$ cat config.mk
export PLATFORM = sky130hd
export DESIGN_NAME = sseg_frame_capture
export DESIGN_NICKNAME = d
export VERILOG_FILES = /design/src/rtl/sseg_frame_capture.sv
export SDC_FILE = /design/constraint.sdc
export NUM_CORES = 1
export LEC_CHECK = 0
export BUFFER_PORTS_ARGS = -buffer_cell sky130_fd_sc_hd__buf_2
export CORE_MARGIN = 2
export CORE_UTILIZATION = 48
export DETAILED_ROUTE_END_ITERATION = 6
export GPL_ROUTABILITY_DRIVEN = 0
export PLACE_DENSITY = 0.72
export SETUP_SLACK_MARGIN = 0.05
export SLEW_MARGIN = 40
export SYNTH_ARGS = -nofsm -noshare
export SYNTH_HDL_FRONTEND = slang
export SYNTH_SLANG_ARGS = --single-unit
export TNS_END_PERCENT = 100
$ cat constraint.sdc
create_clock -name clk -period 7 [get_ports clk]
set_clock_uncertainty 0.05 [all_clocks]
set_input_delay 1.05 -clock clk [delete_from_list [all_inputs] [get_ports clk]]
set_output_delay 1.05 -clock clk [all_outputs]
set_load 0.02 [all_outputs]
$ cat src/rtl/sseg_frame_capture.sv
// Receive side of the multiplexed seven-segment digit bus: decodes the scanned
// digit enable, rebuilds six digit patterns and publishes complete frames.
module sseg_frame_capture #(
    parameter int unsigned        SEG_W = 8,
    parameter logic [SEG_W-1:0]   BLANK = '1,
    parameter int unsigned        ERR_W = 8
) (
    input  logic                 clk,
    input  logic                 rst,
    input  logic                 sample_en,
    input  logic [5:0]           disp_en,
    input  logic [SEG_W-1:0]     sseg,
    input  logic                 clr_err,
    output logic [6*SEG_W-1:0]   digits,
    output logic                 frame_vld,
    output logic                 seq_err,
    output logic [ERR_W-1:0]     err_cnt,
    output logic                 sync
);

    typedef enum logic {HUNT, COLLECT} state_t;

    state_t             state_q, state_d;
    logic [2:0]         exp_q, exp_d;
    logic [SEG_W-1:0]   work_q [6];
    logic [SEG_W-1:0]   work_d [6];
    logic [6*SEG_W-1:0] digits_q, digits_d;
    logic               vld_q, vld_d;
    logic               seq_q, seq_d;
    logic [ERR_W-1:0]   err_q, err_d;

    logic [5:0]         low;
    logic [2:0]         n_low;
    logic [2:0]         idx;
    logic               valid;
    logic               err_ev;
    logic [ERR_W-1:0]   err_base;

    // Active-low one-hot decode: exactly one low bit makes a valid sample.
    always_comb begin
        low   = ~disp_en;
        n_low = '0;
        idx   = '0;
        for (int unsigned i = 0; i < 6; i++) begin
            if (low[i]) begin
                n_low = n_low + 3'd1;
                idx   = 3'(i);
            end
        end
        valid = (n_low == 3'd1);
    end

    always_comb begin
        state_d  = state_q;
        exp_d    = exp_q;
        work_d   = work_q;
        digits_d = digits_q;
        vld_d    = 1'b0;
        err_ev   = 1'b0;
        if (sample_en) begin
            case (state_q)
                HUNT: begin
                    if (valid && idx == 3'd0) begin
                        work_d[0] = sseg;
                        exp_d     = 3'd1;
                        state_d   = COLLECT;
                    end else if (!valid) begin
                        err_ev = 1'b1;
                    end
                end
                COLLECT: begin
                    if (valid && idx == exp_q) begin
                        for (int unsigned i = 0; i < 6; i++)
                            if (3'(i) == idx) work_d[i] = sseg;
                        if (idx == 3'd5) begin
                            for (int unsigned i = 0; i < 5; i++)
                                digits_d[i*SEG_W +: SEG_W] = work_q[i];
                            digits_d[5*SEG_W +: SEG_W] = sseg;
                            vld_d = 1'b1;
                            exp_d = 3'd0;
                        end else begin
                            exp_d = exp_q + 3'd1;
                        end
                    end else begin
                        err_ev = 1'b1;
                        // An out-of-order digit 0 restarts the frame rather than losing sync.
                        if (valid && idx == 3'd0) begin
                            work_d[0] = sseg;
                            exp_d     = 3'd1;
                        end else begin
                            exp_d   = 3'd0;
                            state_d = HUNT;
                        end
                    end
                end
                default: state_d = HUNT;
            endcase
        end
    end

    // Clear applies first so a same-cycle error event is still counted.
    always_comb begin
        err_base = clr_err ? '0 : err_q;
        seq_d    = clr_err ? 1'b0 : seq_q;
        err_d    = err_base;
        if (err_ev) begin
            seq_d = 1'b1;
            if (err_base != '1) err_d = err_base + 1'b1;
        end
    end

    always_ff @(posedge clk) begin
        if (rst) begin
            state_q  <= HUNT;
            exp_q    <= '0;
            digits_q <= {6{BLANK}};
            vld_q    <= 1'b0;
            seq_q    <= 1'b0;
            err_q    <= '0;
            for (int unsigned i = 0; i < 6; i++) work_q[i] <= BLANK;
        end else begin
            state_q  <= state_d;
            exp_q    <= exp_d;
            digits_q <= digits_d;
            vld_q    <= vld_d;
            seq_q    <= seq_d;
            err_q    <= err_d;
            work_q   <= work_d;
        end
    end

    assign digits    = digits_q;
    assign frame_vld = vld_q;
    assign seq_err   = seq_q;
    assign err_cnt   = err_q;
    assign sync      = (state_q == COLLECT);

endmodule
==> flow_summary.ini, run 1 <==
[outcome]
status = finished clean

[worst_setup_path]
reg2reg_depth = 6
crit_start = disp_en[1]
path_max_fanout = 35
worst_ep_required_time_ps = 7230
reg2reg_from = exp_q[1]$_SDFFE_PP0P_
rr_endpoint = work_q[32]$_SDFFE_PP1P_
endpoint = work_q[32]$_SDFFE_PP1P_
max_stage_delay_ps = 670
ff2ff_setup_slack_ps = 4320
end_kind = flop
critical_path_class = in -> reg
crit_top_cell = ha_1
crit_chain = buf_2, inv_1, ha_1, xnor2_1, ha_1, mux2_2, ha_1, mux2_2, ha_1, nor2b_1, xnor2_1, xnor2_1, nand4_2, or2_1, o211ai_1
worst_ep_arrival_time_ps = 5270
slowest_stage = nand4_2
start_kind = input port

[clock_network]
cts_root_buffer = clkbuf_8
insertion_delay_ps = 360
htree_levels = 3
clkSinkCount = 102
hold_buffers = 0
clk_path_buf_depth = 2
cts_resized = 0
cts_setup_buffers = 0
path_clk_slew_ps = 90
cts_tree = done
numCtsBuffers = 9

[layout]
layout.area.seq_mm2 = 0.002042
multi_input_area_mm2 = 0.002029
drive_gt1_share_pct = 20.25
nets = 584
final_cell_mix = 107 x nand2_1, 102 x dfxtp_1, 76 x buf_2, 65 x nand3_1, 38 x o21ai_0
area_growth_pct = 14.68
fillers = 804
fin_util_pct = 56.60
layout_commonest_cell = nand2_1
antenna_cells = 0

[timing]
setup_tns_ps = 0
fin_ws_ps = 1962
slew_headroom_pct = 51.19
setup_viol = 0
hold_viol_final = 0
tightest_slew_ps = 730.4
holdWs_ps = 416.4
fmax_ghz = 0.1985
finalMaxSlewViolations = 0
rsz0062_at_grt = no
period_share_pct = 71.97
min_period_ps = 5038

[grt]
track_usage_pct = 21.40
grt_max_degree = 89
grt_overflow = 0
antenna_found_initial = 0
grt_pass1_vias = 3494
grt_pass1_wl_um = 16950

[logic_synthesis]
ys.flop_type = dfxtp_1
ys_async_sr_fraction_pct = 0
synth_edf_count = 0
synth_nets = 529
syn-instance-count = 504
synth.distinct_cells = 54
syn_area_per_cell_um2 = 8.540
ys_ff_latch = 102
yosys_warnings = 0
syn_area_mm2 = 0.004304
seq_area_frac_synth_pct = 47.44

[min_path]
hold_path_class = reg -> reg

[floorplan]
num_rows = 34
die_h_um = 98.70
die_area_mm2 = 0.009741
initial_core_util_pct = 49.35
dieWidth_um = 98.70
core_area_mm2 = 0.008721
boundaryPins = 77

[power_and_ir_drop]
p_per_area_mw_per_mm2 = 233.0
static-leakage-power_nw = 2.117
peakVddDrop_uv = 111.8

[place]
hpwl_um = 6882
io_buffers = 76
dp_slack_ps = 1648

[routing]
drtAntennaViolNets = 0
wl_um = 10210
drt_pass1_iterations = 6
post_drt_wl_per_cell_um = 15.22
drc = 0
vias_per_cell = 5.592
drt-initial-drc-count = 219
vias = 3752

[run]
cap_violations = 0
sequential cells by signal, indices dropped and copies added, names as in the netlist:
signal,count
work_q,40
seq_err,1
exp_q,3
sync,1
digits,48
frame_vld,1
err_cnt,8
critical path: cells and delay by family:
kind | cells | cell delay, ps
and+or+nand+nor | 3 | 1380
adders and majority gates | 4 | 1150
xor gates and xnor gates | 3 | 760
muxes | 2 | 560
AOI/OAI and AO/OA | 1 | 200
buffers and inverters | 2 | 180
Yosys cell counts, types with 2 or more instances:
master / count / area (um2)
and3_1: 4 / 25.02
a31oi_1: 2 / 12.51
nor2b_1: 8 / 50.05
nor4_1: 3 / 18.77
dfxtp_1: 102 / 2042
mux2_2: 3 / 33.78
buf_2: 12 / 60.06
and4_1: 2 / 17.52
nand2_1: 107 / 401.6
or2_1: 2 / 12.51
nand4_1: 4 / 25.02
nor3_1: 3 / 15.01
xnor2_1: 5 / 43.79
and2_1: 3 / 18.77
nand3_1: 65 / 325.3
nor2_1: 5 / 18.77
o211ai_1: 32 / 240.2
buf_6: 4 / 45.04
o2111ai_1: 2 / 17.52
nand2b_1: 2 / 12.51
a21oi_1: 10 / 50.05
inv_1: 18 / 67.56
ha_1: 7 / 87.58
nand3b_1: 3 / 22.52
clkbuf_1: 18 / 67.56
o211ai_2: 8 / 100.1
o21ai_0: 38 / 190.2
nor4b_1: 2 / 17.52
or3_1: 5 / 31.28
layer usage:
layer	global-route usage [%]	share of wire [%]	routed length (um)
met3	4.965	5.5	562
met2	33.65	46	4720
met1	29.71	48	4851
met4	5.901	0.75	77
met5	0	0	0
final cells by class:
class / instances / area share (%)
clock buffers: 9 / 2.510
clock inverters: 6 / 2.738
inverters: 19 / 1.445
multi-input cells: 349 / 41.12
flip-flops and latches: 102 / 41.37
well taps: 108 / 2.738
repair buffers: 78 / 8.086
how the worst min path moves through the flow:
stage / start / to / slack (ps) / depth (start not counted)
2_1_floorplan: work_q[34]$_SDFFE_PP1P_ / digits[10]$_SDFFE_PP1P_ / 380 / 2
3_3_place_gp: digits[23]$_SDFFE_PP1P_ / digits[23]$_SDFFE_PP1P_ / 400 / 2
3_5_place_dp: digits[22]$_SDFFE_PP1P_ / digits[22]$_SDFFE_PP1P_ / 400 / 2
4_1_cts: digits[24]$_SDFFE_PP1P_ / digits[24]$_SDFFE_PP1P_ / 420 / 2
5_1_grt: digits[4]$_SDFFE_PP1P_ / digits[4]$_SDFFE_PP1P_ / 440 / 2
6_report: digits[24]$_SDFFE_PP1P_ / digits[24]$_SDFFE_PP1P_ / 420 / 2
where the power goes:
part	total [mW]	leakage [nW]	internal [mW]	switching (mW)
Combinational	0.0970	1.17	0.0332	0.0637
Sequential	0.584	0.826	0.582	0.00162
Clock	0.469	0.122	0.271	0.198
Total	1.15	2.12	0.887	0.263
per-stage QoR:
stage          power [mW]  instances  cell area (um2)
2_1_floorplan      0.6667        504             4304
3_3_place_gp       0.6889        656             4668
3_5_place_dp       0.6920        656             4668
4_1_cts             1.154        671             4927
5_1_grt             1.188        671             4936
6_report            1.150        671             4936
cell families after synthesis:
kind of cell    synth area share, %
xor+xnor                      1.802
buf+inv                       5.668
flops                         47.44
compound gates                16.74
simple gates                  25.29
fa+ha+maj                     2.035
mux                           1.017
Note: power is estimated with default switching activity, not from simulation.
==> inputs of run 2 (changes only) <==
--- a/config.mk
+++ b/config.mk
@@ -5,6 +5,7 @@
 export SDC_FILE = /design/constraint.sdc
 export NUM_CORES = 1
 export LEC_CHECK = 0
+export ABC_AREA = 1
 export BUFFER_PORTS_ARGS = -buffer_cell sky130_fd_sc_hd__buf_2
 export CORE_MARGIN = 2
 export CORE_UTILIZATION = 48
==> constraint.sdc (replaced) <==
create_clock -name clk -period 5 [get_ports clk]
set_clock_uncertainty 0.05 [all_clocks]
set_input_delay 0.75 -clock clk [delete_from_list [all_inputs] [get_ports clk]]
set_output_delay 0.75 -clock clk [all_outputs]
set_load 0.02 [all_outputs]
==> run 2 against run 1 <==
Against the previous run: clock power up 15%; global-route usage down 0.54 points; final cell count up 16%; die area up 2.7%; synthesized cell count up 19%; power up 30%; critical path depth up 7; critical path type unchanged.
==> flow_summary.ini, run 2 <==
[outcome]
status = finished clean

[logic_synthesis]
seq_area_frac_synth_pct = 46.14
synth.area.top_cells = dfxtp_1 46%, nand3_1 21%, nand2_1 14%, inv_1 2.6%, nor2_1 2.1%
syn-instance-count = 602
yosysTopAreaCell = dfxtp_1
syn_area_per_cell_um2 = 7.351
synth_commonest_cells = 190 x nand3_1, 169 x nand2_1, 102 x dfxtp_1
syn_area_mm2 = 0.004425
synth_top_cell_area_share_pct = 46.14
synth.distinct_cells = 27
ys.flop_type = dfxtp_1
ys_ff_latch = 102
synth_edf_count = 0
ys_async_sr_fraction_pct = 0
synth_nets = 627
yosys_warnings = 0
yosysMostFrequentCell = nand3_1

[worst_setup_path]
end_kind = flop
crit_chain = buf_2, inv_1, ha_1, inv_1, nand2_2, nand2_1, ha_1, nand2_1, nand2_1, ha_1, or2_2, nand2_1, inv_1, ha_1, nand2_1, xor2_1, xnor2_2, nand4_4, inv_2, buf_4, nand3_1, nand3_1
critical_path.top_delay_family = simple AND/OR/NAND/NOR gates
slowest_stage = buf_4
critical_path_class = in -> reg
path_max_fanout = 48
crit_top_cell = nand2_1
worst_ep_arrival_time_ps = 4260
worst_ep_required_time_ps = 5230
max_stage_delay_ps = 400
start_kind = input port
crit_buf_inv = 6

[timing]
holdWs_ps = 408.4
finalMaxSlewViolations = 0
setup_tns_ps = 0
hold_viol_final = 0
slew_headroom_pct = 54.88
rsz0062_at_grt = no
min_period_ps = 4028
fin_ws_ps = 971.8
setup_viol = 0
period_share_pct = 80.56
fmax_ghz = 0.2482
tightest_slew_ps = 674.6

[power_and_ir_drop]
static-leakage-power_nw = 2.493
peakVddDrop_uv = 127.2
p_per_area_mw_per_mm2 = 296.1

[layout]
finalInstanceArea_mm2 = 0.005046
antenna_cells = 0
final_cell_mix = 190 x nand3_1, 169 x nand2_1, 102 x dfxtp_1, 76 x buf_2, 30 x inv_1
layout_commonest_cell = nand3_1
largest_reg_flops = 48
drive_gt1_share_pct = 18.26
nets = 688
area_growth_pct = 14.02

[floorplan]
die_h_um = 100.0
die_area_mm2 = 0.01000
core_area_mm2 = 0.009109
initial_core_util_pct = 48.59
boundaryPins = 77
dieWidth_um = 100.0
num_rows = 35

[clock_network]
cts_tree = done
clk_path_buf_depth = 2
clkSinkCount = 102
htree_levels = 3
insertion_delay_ps = 360
path_clk_slew_ps = 110
hold_buffers = 0
cts_resized = 0
cts_root_buffer = clkbuf_8
cts_setup_buffers = 0
numCtsBuffers = 9

[routing]
post_drt_wl_per_cell_um = 13.27
drt-initial-drc-count = 350
vias = 4104
drt_pass1_iterations = 5
vias_per_cell = 5.268
wl_um = 10340
drc = 0
drtAntennaViolNets = 0

[grt]
grt_pass1_wl_um = 16970
grt_pass1_vias = 3671
grt_max_degree = 50
track_usage_pct = 20.86
antenna_found_initial = 0
grt_overflow = 0

[place]
io_buffers = 76
dp_slack_ps = 412.2
place_area_mm2 = 0.004835
hpwl_um = 6988

[run]
cap_violations = 0

[min_path]
hold_path_class = reg -> reg
==> run 2: where the power goes <==
group / switching [mW] / total (mW) / internal (mW)
clock: 0.299 / 0.540 / 0.242
combinational: 0.0958 / 0.132 / 0.0363
sequential: 0.00417 / 0.822 / 0.817
total: 0.399 / 1.49 / 1.10
==> run 2: worst register-to-register path, stage by stage, from the launching register on <==
cell and delay [ps]:
dfxtp_1 370, inv_1 50, nor2_1 190, ha_1 260, nand3_1 120, nor3_1 330, nand2_1 300, xor2_1 210
nand3_1 100, a21oi_1 140
==> run 2: worst paths after layout <==
check	from	end	slack, ps	cells after the start
max	disp_en[1]	digits[8]$_SDFFE_PP1P_	970	22
min reg2reg	digits[32]$_SDFFE_PP1P_	digits[32]$_SDFFE_PP1P_	410	2
min	digits[32]$_SDFFE_PP1P_	digits[32]$_SDFFE_PP1P_	410	2
max reg2reg	err_cnt[0]$_SDFF_PP0_	err_cnt[0]$_SDFF_PP0_	2820	9
==> run 2: per-stage QoR <==
step | cells | power, mW | utilization (%)
after floorplan | 602 | 0.9316 | -
after global placement | 763 | 0.9673 | 53.01
after detailed placement | 763 | 0.9718 | 53.08
after CTS | 779 | 1.502 | 55.33
after global routing | 779 | 1.553 | 55.40
final | 779 | 1.494 | 55.40
==> run 2: area by class of cell <==
type                            count  area (um2)
Multi-Input combinational cell    435        2121
Clock inverter                      6       77.57
Clock buffer                       10       127.6
Fill cell                         873        4063
Timing Repair Buffer               79       402.9
Sequential cell                   102        2042
Tap cell                          111       138.9
Inverter                           36       136.4
==> run 2: logic make-up after synthesis <==
| logic type | count (synthesis) | share of synthesized area [%] |
|---|---|---|
| AO/OA/AOI/OAI | 15 | 1.753 |
| XOR/XNOR | 7 | 1.555 |
| adder cells (fa/ha/maj) | 7 | 1.979 |
| buffers and inverters | 65 | 6.248 |
| flip-flops | 102 | 46.14 |
| AND/OR/NAND/NOR | 406 | 42.32 |
==> run 2: per-layer routing <==
| metal | routed length (um) | global-route usage, % | vias to the layer above |
|---|---|---|---|
| li1 | - | - | 2112 |
| met1 | 5013 | 28.73 | 1888 |
| met2 | 4790 | 33.89 | 94 |
| met3 | 419 | 3.343 | 10 |
| met4 | 114 | 6.322 | 0 |
| met5 | 0 | 0 | - |
==> inputs of run 3 (changes only) <==
--- a/config.mk
+++ b/config.mk
@@ -11,7 +11,7 @@
 export CORE_UTILIZATION = 48
 export DETAILED_ROUTE_END_ITERATION = 6
 export GPL_ROUTABILITY_DRIVEN = 0
-export PLACE_DENSITY = 0.72
+export PLACE_DENSITY = 0.75
 export SETUP_SLACK_MARGIN = 0.05
 export SLEW_MARGIN = 40
 export SYNTH_ARGS = -nofsm -noshare
==> constraint.sdc (replaced) <==
create_clock -name clk -period 3.6 [get_ports clk]
set_clock_uncertainty 0.05 [all_clocks]
set_input_delay 0.54 -clock clk [delete_from_list [all_inputs] [get_ports clk]]
set_output_delay 0.54 -clock clk [all_outputs]
set_load 0.02 [all_outputs]
==> run 3 against run 2 <==
Against the previous run: clock power grew 25%; combinational power grew 61%; utilization grew 3.6 points; first-iteration DRC count shrank 14%; critical endpoint is now digits[19]$_SDFFE_PP1P_; highest routed layer unchanged.
==> flow_summary.ini, run 3 (synthesized netlist as in run 2, its figures left out) <==
[timing]
min_period_ps = 3352
fmax_ghz = 0.2983
rsz0062_at_grt = no
setup_viol = 0
period_share_pct = 93.12
finalMaxSlewViolations = 0
slew_headroom_pct = 57.09
setup_tns_ps = 0
hold_viol_final = 0
tightest_slew_ps = 642.8

[outcome]
status = finished clean

[routing]
vias_per_cell = 5.462
drc = 0
vias = 4364
drt_pass1_iterations = 5
drt-initial-drc-count = 301
post_drt_wl_per_cell_um = 13.83
drtAntennaViolNets = 0
wl_um = 11050

[layout]
multi_input_area_mm2 = 0.002216
largest_reg_flops = 48
drive_gt1_share_pct = 22.38
layoutNonFillerInstCount = 799
final_cell_mix = 188 x nand3_1, 165 x nand2_1, 102 x dfxtp_1, 76 x buf_2, 29 x inv_1
nets = 709
layout_commonest_cell = nand3_1
antenna_cells = 0
finalInstanceArea_mm2 = 0.005374
layout.area.seq_mm2 = 0.002042
area_growth_pct = 21.43
fillers = 818
fin_util_pct = 59.00

[worst_setup_path]
path_max_fanout = 12
end_kind = flop
reg2reg_depth = 9
slowest_stage = or2_2
crit_chain = buf_2, inv_1, ha_4, inv_1, nand2_2, nand2_2, ha_4, nand2_1, nand2_1, ha_1, or2_2, nand2_2, inv_1, ha_2, nand2_4, xor2_4, xnor2_4, nand4_4, clkinv_4, nand2_8, clkbuf_16, nand2_1, nand3_1
start_kind = input port
worst_ep_required_time_ps = 3780
critical_path_class = in -> reg
worst_ep_arrival_time_ps = 3530
max_stage_delay_ps = 280

[clock_network]
htree_levels = 3
cts_root_buffer = clkbuf_8
numCtsBuffers = 9
path_clk_slew_ps = 100
clkSinkCount = 102
clk_path_buf_depth = 2
cts_tree = done
insertion_delay_ps = 360
cts_setup_buffers = 0

[grt]
grt_pass1_vias = 3817
antenna_found_initial = 0
grt_max_degree = 50
track_usage_pct = 21.40
grt_overflow = 0
grt_pass1_wl_um = 17460

[power_and_ir_drop]
peakVddDrop_uv = 164.2
power.total_mw = 2.028
static-leakage-power_nw = 2.621
p_per_area_mw_per_mm2 = 377.3

[floorplan]
dieWidth_um = 100.0
die_h_um = 100.0
core_area_mm2 = 0.009109
num_rows = 35
die_area_mm2 = 0.01000
boundaryPins = 77
initial_core_util_pct = 48.59

[run]
cap_violations = 0

[min_path]
hold_path_class = reg -> reg
min_path_cells = 2

[place]
io_buffers = 76
dp.cells = 780
place_area_mm2 = 0.005029
hpwl_um = 7332
[run 3: changes by cell type in the layout (fill, tap and decap cells not counted), moves of 2 or more]
cell       before  now
ha_1            7    4
nand3_2         2    4
nand2_1       169  165
nor2_2          4    2
buf_4           3   17
clkbuf_16       0    4
buf_12          0    2
nand2_2         5    8
nor2_4          2    4
nand3_1       190  188
ha_4            0    2
clkinv_4        1    3
[run 3: per-layer routing]
metal  vias to the layer above  global-route usage (%)  share of wire (%)
li1                       2151                       -                  -
met3                        12                   4.526                5.8
met1                      2047                   28.05                 44
met2                       154                   36.23                 49
met5                         -                       0                  0
met4                         0                   5.269                1.1
[run 3: critical path: cells and delay by family]
family | cells | cell delay, ps
AND/OR/NAND/NOR | 11 | 1090
adder cells (fa/ha/maj) | 4 | 940
buffers and inverters | 6 | 550
XOR/XNOR | 2 | 390
[run 3: where the power goes]
group          internal (mW)  total, mW  switching [mW]
clock network          0.260      0.673           0.413
registers               1.14       1.14         0.00613
logic                 0.0680      0.213           0.145
[run 3: final cells by class]
class | instances | share of cell area, %
clock inverter | 6 | 1.001
tap | 111 | 2.584
multi-input combinational | 435 | 41.23
inverter | 36 | 2.608
sequential | 102 | 38.00
timing repair buffer | 100 | 12.27
clock buffer | 9 | 2.305
[run 3: metrics by stage]
step	setup slack, ps	hold WS [ps]
2_1_floorplan	55.28	379.7
3_3_place_gp	-81.38	384.5
3_5_place_dp	-203.2	386.9
4_1_cts	197.2	413.7
5_1_grt	69.24	437.1
6_report	247.7	409.8
[run 3: final timing paths]
| kind | startpoint | to | slack (ps) |
|---|---|---|---|
| worst max register to register | err_cnt[0]$_SDFF_PP0_ | err_cnt[0]$_SDFF_PP0_ | 1480 |
| worst min-delay path | digits[11]$_SDFFE_PP1P_ | digits[11]$_SDFFE_PP1P_ | 410 |
| worst max-delay path | disp_en[0] | digits[19]$_SDFFE_PP1P_ | 250 |
| worst min register to register | digits[11]$_SDFFE_PP1P_ | digits[11]$_SDFFE_PP1P_ | 410 |
[run 3: timing repair]
action	CTS	global route
endpoints found under the setup margin	0	79
hold buffers	0	0
gates resized for setup	0	12
endpoints found under the hold margin	0	0
